===== src/rtl/mips_mem_pkg.sv =====
// Shared types and constants for the MEM pipeline stage.
//   mem_size_t  : access size encoding carried on mem_size_m
//   mem_state_t : MEM stage handshake FSM states
//   byte_enable / is_misaligned : lane helpers shared by the stage
package mips_mem_pkg;

    localparam int unsigned DATA_W = 32;
    localparam int unsigned ADDR_W = 32;
    localparam int unsigned REG_W  = 5;
    localparam int unsigned LANE_W = 2;
    localparam int unsigned BE_W   = 4;

    typedef enum logic [1:0] {
        SIZE_BYTE = 2'd0,
        SIZE_HALF = 2'd1,
        SIZE_WORD = 2'd2
    } mem_size_t;

    typedef enum logic [1:0] {
        ST_IDLE = 2'd0,
        ST_WAIT = 2'd1,
        ST_DONE = 2'd2
    } mem_state_t;

    localparam logic [BE_W-1:0] BE_BYTE0   = 4'b0001;
    localparam logic [BE_W-1:0] BE_HALF_LO = 4'b0011;
    localparam logic [BE_W-1:0] BE_HALF_HI = 4'b1100;
    localparam logic [BE_W-1:0] BE_WORD    = 4'b1111;

    // Byte enables for an access; the reserved size behaves as a word.
    function automatic logic [BE_W-1:0] byte_enable(input logic [1:0] size,
                                                     input logic [LANE_W-1:0] lane);
        if (size == SIZE_BYTE) return BE_BYTE0 << lane;
        if (size == SIZE_HALF) return lane[1] ? BE_HALF_HI : BE_HALF_LO;
        return BE_WORD;
    endfunction

    // Half needs an even address, word (and reserved) needs a word-aligned one.
    function automatic logic is_misaligned(input logic [1:0] size,
                                           input logic [LANE_W-1:0] lane);
        if (size == SIZE_BYTE) return 1'b0;
        if (size == SIZE_HALF) return lane[0];
        return lane != '0;
    endfunction

endpackage


===== src/rtl/mem_load_align.sv =====
// Load data aligner: picks the addressed byte/half out of a read word and
// sign- or zero-extends it to 32 bits.
//   rdata       : raw word from memory (or the stage's read buffer)
//   lane        : address bits [1:0]
//   size        : 0=byte 1=half 2/3=word
//   is_unsigned : 1 = zero-extend, 0 = sign-extend
//   aligned_c   : aligned and extended result (combinational)
module mem_load_align
    import mips_mem_pkg::*;
(
    input  logic [DATA_W-1:0] rdata,
    input  logic [LANE_W-1:0] lane,
    input  logic [1:0]        size,
    input  logic              is_unsigned,
    output logic [DATA_W-1:0] aligned_c
);

    logic [7:0]  sel_byte;
    logic [15:0] sel_half;

    always_comb begin
        sel_byte  = rdata[{lane, 3'b000} +: 8];
        sel_half  = rdata[{lane[1], 4'b0000} +: 16];
        aligned_c = rdata;
        if (size == SIZE_BYTE) begin
            aligned_c = is_unsigned ? {24'd0, sel_byte} : {{24{sel_byte[7]}}, sel_byte};
        end else if (size == SIZE_HALF) begin
            aligned_c = is_unsigned ? {16'd0, sel_half} : {{16{sel_half[15]}}, sel_half};
        end
    end

endmodule


===== src/rtl/mem_access_stage.sv =====
// MEM pipeline stage: runs the data-memory req/ack handshake for loads and
// stores, aligns load data and drives the MEM/WB register inputs. stall_m
// freezes all upstream stages while an access is outstanding.
// Ports:
//   clk, reset                  : clock, synchronous active-high reset
//   *_m inputs                  : EX/MEM register outputs
//   dmem_req/we/addr/wdata/be   : memory request, held until dmem_ack
//   dmem_ack/rdata              : memory completion and read word
//   *_mw outputs                : MEM/WB register inputs
//   stall_m, misalign_m, bus_error_m : pipeline freeze and 1-cycle fault flags
// Parameters: TIMEOUT_CYCLES = max WAIT cycles; 2**CNT_W must exceed it.
module mem_access_stage
    import mips_mem_pkg::*;
#(
    parameter int unsigned TIMEOUT_CYCLES = 16,
    parameter int unsigned CNT_W          = 5
) (
    input  logic              clk,
    input  logic              reset,
    input  logic [DATA_W-1:0] alu_out_m,
    input  logic [DATA_W-1:0] write_data_m,
    input  logic              mem_read_m,
    input  logic              mem_write_m,
    input  logic [1:0]        mem_size_m,
    input  logic              mem_unsigned_m,
    input  logic              wb_source_m,
    input  logic              reg_write_m,
    input  logic [REG_W-1:0]  register_d_m,
    output logic              dmem_req,
    output logic              dmem_we,
    output logic [ADDR_W-1:0] dmem_addr,
    output logic [DATA_W-1:0] dmem_wdata,
    output logic [BE_W-1:0]   dmem_be,
    input  logic              dmem_ack,
    input  logic [DATA_W-1:0] dmem_rdata,
    output logic [DATA_W-1:0] alu_out_mw,
    output logic [DATA_W-1:0] data_mw,
    output logic              wb_source_mw,
    output logic              reg_write_mw,
    output logic [REG_W-1:0]  register_d_mw,
    output logic              stall_m,
    output logic              misalign_m,
    output logic              bus_error_m
);

    mem_state_t        state;
    logic [CNT_W-1:0]  wait_cnt;
    logic [DATA_W-1:0] rd_buf;
    logic              err_q;

    logic [LANE_W-1:0] lane;
    logic              mem_op;
    logic              misaligned;
    logic              access;
    logic [CNT_W-1:0]  cnt_inc;
    logic              timeout;
    logic [DATA_W-1:0] align_src;
    logic [DATA_W-1:0] aligned;

    assign lane       = alu_out_m[1:0];
    assign mem_op     = mem_read_m | mem_write_m;
    assign misaligned = mem_op & is_misaligned(mem_size_m, lane);
    assign access     = mem_op & ~misaligned;
    // Timeout fires on the WAIT cycle that would bring the count to the limit.
    assign cnt_inc    = wait_cnt + CNT_W'(1);
    assign timeout    = (cnt_inc == CNT_W'(TIMEOUT_CYCLES));

    // Single aligner: direct-ack loads use the bus word, DONE uses the buffer.
    assign align_src  = (state == ST_DONE) ? rd_buf : dmem_rdata;

    mem_load_align u_align (
        .rdata       (align_src),
        .lane        (lane),
        .size        (mem_size_m),
        .is_unsigned (mem_unsigned_m),
        .aligned_c   (aligned)
    );

    // Request fields follow EX/MEM directly; it is frozen while we wait.
    assign dmem_addr     = {alu_out_m[ADDR_W-1:2], 2'b00};
    assign dmem_we       = mem_write_m;
    assign dmem_be       = byte_enable(mem_size_m, lane);
    assign alu_out_mw    = alu_out_m;
    assign wb_source_mw  = wb_source_m;
    assign register_d_mw = register_d_m;

    always_comb begin
        dmem_wdata = write_data_m;
        if (mem_size_m == SIZE_BYTE) begin
            dmem_wdata = {4{write_data_m[7:0]}};
        end else if (mem_size_m == SIZE_HALF) begin
            dmem_wdata = {2{write_data_m[15:0]}};
        end
    end

    // Handshake state, wait counter, read buffer and bus-error flag.
    always_ff @(posedge clk) begin
        if (reset) begin
            state    <= ST_IDLE;
            wait_cnt <= '0;
            rd_buf   <= '0;
            err_q    <= 1'b0;
        end else begin
            unique case (state)
                ST_IDLE: begin
                    wait_cnt <= '0;
                    err_q    <= 1'b0;
                    if (access && !dmem_ack) state <= ST_WAIT;
                end
                ST_WAIT: begin
                    // Ack wins over a coincident timeout.
                    if (dmem_ack) begin
                        rd_buf <= dmem_rdata;
                        err_q  <= 1'b0;
                        state  <= ST_DONE;
                    end else if (timeout) begin
                        rd_buf <= '0;
                        err_q  <= 1'b1;
                        state  <= ST_DONE;
                    end else begin
                        wait_cnt <= cnt_inc;
                    end
                end
                ST_DONE: begin
                    wait_cnt <= '0;
                    err_q    <= 1'b0;
                    state    <= ST_IDLE;
                end
                default: state <= ST_IDLE;
            endcase
        end
    end

    // Handshake and MEM/WB write-back outputs by state.
    always_comb begin
        dmem_req     = 1'b0;
        stall_m      = 1'b0;
        misalign_m   = 1'b0;
        bus_error_m  = 1'b0;
        reg_write_mw = 1'b0;
        data_mw      = '0;
        unique case (state)
            ST_IDLE: begin
                misalign_m = misaligned;
                if (access) begin
                    dmem_req = 1'b1;
                    if (dmem_ack) begin
                        reg_write_mw = reg_write_m & ~mem_write_m;
                        data_mw      = mem_read_m ? aligned : '0;
                    end else begin
                        stall_m = 1'b1;
                    end
                end else if (!mem_op) begin
                    reg_write_mw = reg_write_m;
                end
            end
            ST_WAIT: begin
                dmem_req = 1'b1;
                stall_m  = 1'b1;
            end
            ST_DONE: begin
                bus_error_m  = err_q;
                reg_write_mw = reg_write_m & ~mem_write_m & ~err_q;
                data_mw      = mem_read_m ? aligned : '0;
            end
            default: ;
        endcase
    end

endmodule


===== config.mk =====
export PLATFORM = sky130hd
export DESIGN_NAME = mem_access_stage
export DESIGN_NICKNAME = d
export VERILOG_FILES = /design/src/rtl/mips_mem_pkg.sv /design/src/rtl/mem_load_align.sv /design/src/rtl/mem_access_stage.sv
export SDC_FILE = /design/constraint.sdc
export NUM_CORES = 1
export LEC_CHECK = 0
export ABC_AREA = 1
export CORE_MARGIN = 5
export CORE_UTILIZATION = 35
export DETAILED_ROUTE_END_ITERATION = 16
export PLACE_DENSITY = 0.75
export REMOVE_ABC_BUFFERS = 1
export SETUP_SLACK_MARGIN = 0.15
export SLEW_MARGIN = 20
export SYNTH_ARGS = -nofsm -noshare
export SYNTH_HDL_FRONTEND = slang
export SYNTH_SLANG_ARGS = --single-unit

===== constraint.sdc =====
create_clock -name clk -period 2 [get_ports clk]
set_input_delay 0.4 -clock clk [delete_from_list [all_inputs] [get_ports clk]]
set_output_delay 0.4 -clock clk [all_outputs]
set_load 0.1 [all_outputs]

==> metrics.md <==
| Metric | Value |
|---|---|
| Tot Pwr | 3.560 mW |
| Failing checks | setup timing |
| First-pass GRT wire length | 26710 um |
| Layout Utilization | 65.20% |
| Number of global-route vias before repair | 4805 |
| Multi-input gate area | 0.002545 mm^2 |
| Synth Area per Inst | 5.843 um^2 |
| Worst EP required | 1.60 ns |
| Initial antenna violation count | 0 |
| Placed Cells | 913 |
| Row Count | 38 |
| Critical path class | register to output port |
| Fin crit share | 129.2% |
| Finished Layout Cells | 948 |
| Final Max Tran Viols | 0 |
| Sink Count | 40 |
| Largest area contributor in the synthesized netlist | nand2_1 |
| Synthesized instance count | 660 |
| Power per cell area | 503.6 mW/mm^2 |
| IO Pins | 255 |
| Routability cong. | 0.8879 |
| Final min period | 2.583 ns |
| Vias/cell | 5.333 |
| Most common cell after layout, fill and taps aside | nand2_1 |
| Synth top area share | 26.09% |
| Die Area | 0.01322 mm^2 |
| CTS tree | yes |
| H-tree depth | 2 |
| Pre-antenna DRT Iters | 5 |
| Maxcap violations | 0 |
| Post-DP HPWL | 12370 um |
| Die W | 115.0 um |
| Synthesized flop and latch total | 40 |
| Clock Tree Root | clkbuf_8 |
| Core ar. | 0.01084 mm^2 |
| Leakage | 3.159 nW |
| Nets | 919 |
| Unique cell type count in the Yosys netlist | 32 |
| Worst setup EP type | output port |
| Routed len/inst | 19.38 um |
| WL final | 18370 um |
| Startpoint type of the worst setup path | register |
| Hold WS | 0.4415 ns |
| Fin Clk Skew | 0.008344 ns |
| Ant diodes | 0 |
| Die H | 115.0 um |
| Via count | 5056 |
| Post-DP Area | 0.006155 mm^2 |
| Hold Fails Final Rpt | 0 |
| CTS clk-pin slew, worst paths | 0.09 ns |
| Post-route cell area | 0.007068 mm^2 |
| CP max FO | 8 |
| Num CTS Buffers | 5 |
| Largest cells by area after synthesis | nand2_1 (26%), dfxtp_1 (21%), buf_4 (16%), a21oi_1 (5.3%), nand3_1 (4.9%) |
| Final WS setup | -0.5833 ns |
| Final ANT Viol Nets | 0 |
| Initial core utilization | 35.57% |
| Share of post-route cells with drive strength above 1 | 35.89% |
| Total congestion overflow | 0 |
| Largest buffer count on any clock path | 2 |
| Total global-route track usage | 26.04% |
| Worst EP arrival | 2.18 ns |
| Clk_lat worst skew | 0.31 ns |
| Register area share after synthesis | 20.77% |
| Port Buf Inserts | 150 |
| Final setup viols | 36 |
| Iter 0 DRT Violations | 399 |
| Outcome | complete, but fails checks |
| Layout fillers | 823 |
| Hold Path Class | input pin to register |
| Ys Warns | 0 |
| Largest net degree at the start of global routing | 40 |
| Synth-to-layout area growth | 83.29% |
| Sequential cell area | 805.8 um^2 |
| RSZ-0062 raised after global routing | true |
| Peak supply drop | 0.3160 mV |
| Post-route DRC | 0 |
| Most frequent cells in the layout | nand2_1 (236), buf_12 (89), clkdlybuf4s50_1 (62) |
| Post-Syn Area | 0.003856 mm^2 |
| Hold-fix buffers at CTS | 0 |
| FMAX | 387.1 MHz |
==> cells by family after synthesis <==
logic type      synth area share [%]
flops                          20.77
buf+inv                        23.59
other cells                  0.09725
simple gates                   42.34
compound gates                 12.88
fa+ha+maj                     0.3244
==> flip-flops by register name, summed over array words and instances, names as in the netlist <==
signal / flops
state: 2
wait_cnt: 5
rd_buf: 32
err_q: 1
==> synth_stat cells <==
cell type  number
nor2_8          1
nand3b_1        3
buf_2           8
nor3_1          1
nand4_1         7
clkinv_1        2
a21oi_4         1
or2_2           2
buf_4          84
ha_1            1
nand3_1        38
buf_1           1
o21ai_0        27
nand2_2         3
a21oi_1        41
o22ai_1         9
inv_2           3
o21ai_4         1
o21ai_1         3
dfxtp_1        40
nand2_1       268
nor2_2         21
nor2_4          2
nor2_1         38
clkbuf_1       10
nand3_4         1
inv_1          31
o2111ai_1       4
conb_1          1
o21ai_2         2
buf_6           5
inv_4           1
==> critical path: stages (launching register included) <==
cell and delay [ns]:
dfxtp_4 0.38, buf_6 0.13, nor2_8 0.21, nand2_4 0.08, nand3b_1 0.10, nand2_1 0.07
o21ai_2 0.20, nand3_4 0.18, buf_12 0.21, nor2_4 0.13, buf_12 0.19
==> worst paths after layout <==
kind	depth (start not counted)	slack [ns]	from	endpoint
worst min-delay path	3	0.44	dmem_rdata[15]	rd_buf[15]$_SDFFE_PP0P_
worst min register to register	2	0.47	rd_buf[17]$_SDFFE_PP0P_	rd_buf[17]$_SDFFE_PP0P_
worst max register to register	11	0.25	wait_cnt[0]$_SDFFE_PP0P_	err_q$_SDFFE_PP0P_
worst max-delay path	10	-0.58	state[0]$_SDFFE_PP0P_	data_mw[15]
==> layer usage <==
layer | track usage, % | share of wire, % | vias up
met3 | 10.26 | 11 | 80
met5 | 5.185 | 0.38 | -
met2 | 40.74 | 46 | 342
met1 | 32.35 | 39 | 2320
met4 | 8.607 | 4.0 | 3
li1 | - | - | 2311
==> cell type report <==
type,count,area share (%)
Tap cell,140,2.478
Multi-Input combinational cell,476,36.01
Sequential cell,40,11.40
Inverter,37,2.107
Clock inverter,2,0.4957
Clock buffer,6,1.027
Timing Repair Buffer,247,46.49
==> stage by stage <==
step	TNS (ns)	setup slack (ns)
after floorplan	-46.11	-1.554
final	-17.84	-0.5833
after global placement	-25.04	-0.6432
after global routing	-20.13	-0.6463
after detailed placement	-27.90	-0.7312
after CTS	-14.86	-0.5103
==> repair_timing <==
item	in CTS	in global routing
setup endpoints to repair	65	73
cloned	2	0
resized for setup	153	32
setup buffers	18	7
pin swaps	25	17
==> where the power goes <==
part / internal (mW) / total (mW) / switching (mW)
clock network: 0.371 / 0.693 / 0.322
logic: 0.780 / 2.04 / 1.26
registers: 0.815 / 0.830 / 0.0145
Note: power is estimated with default switching activity, not from simulation.
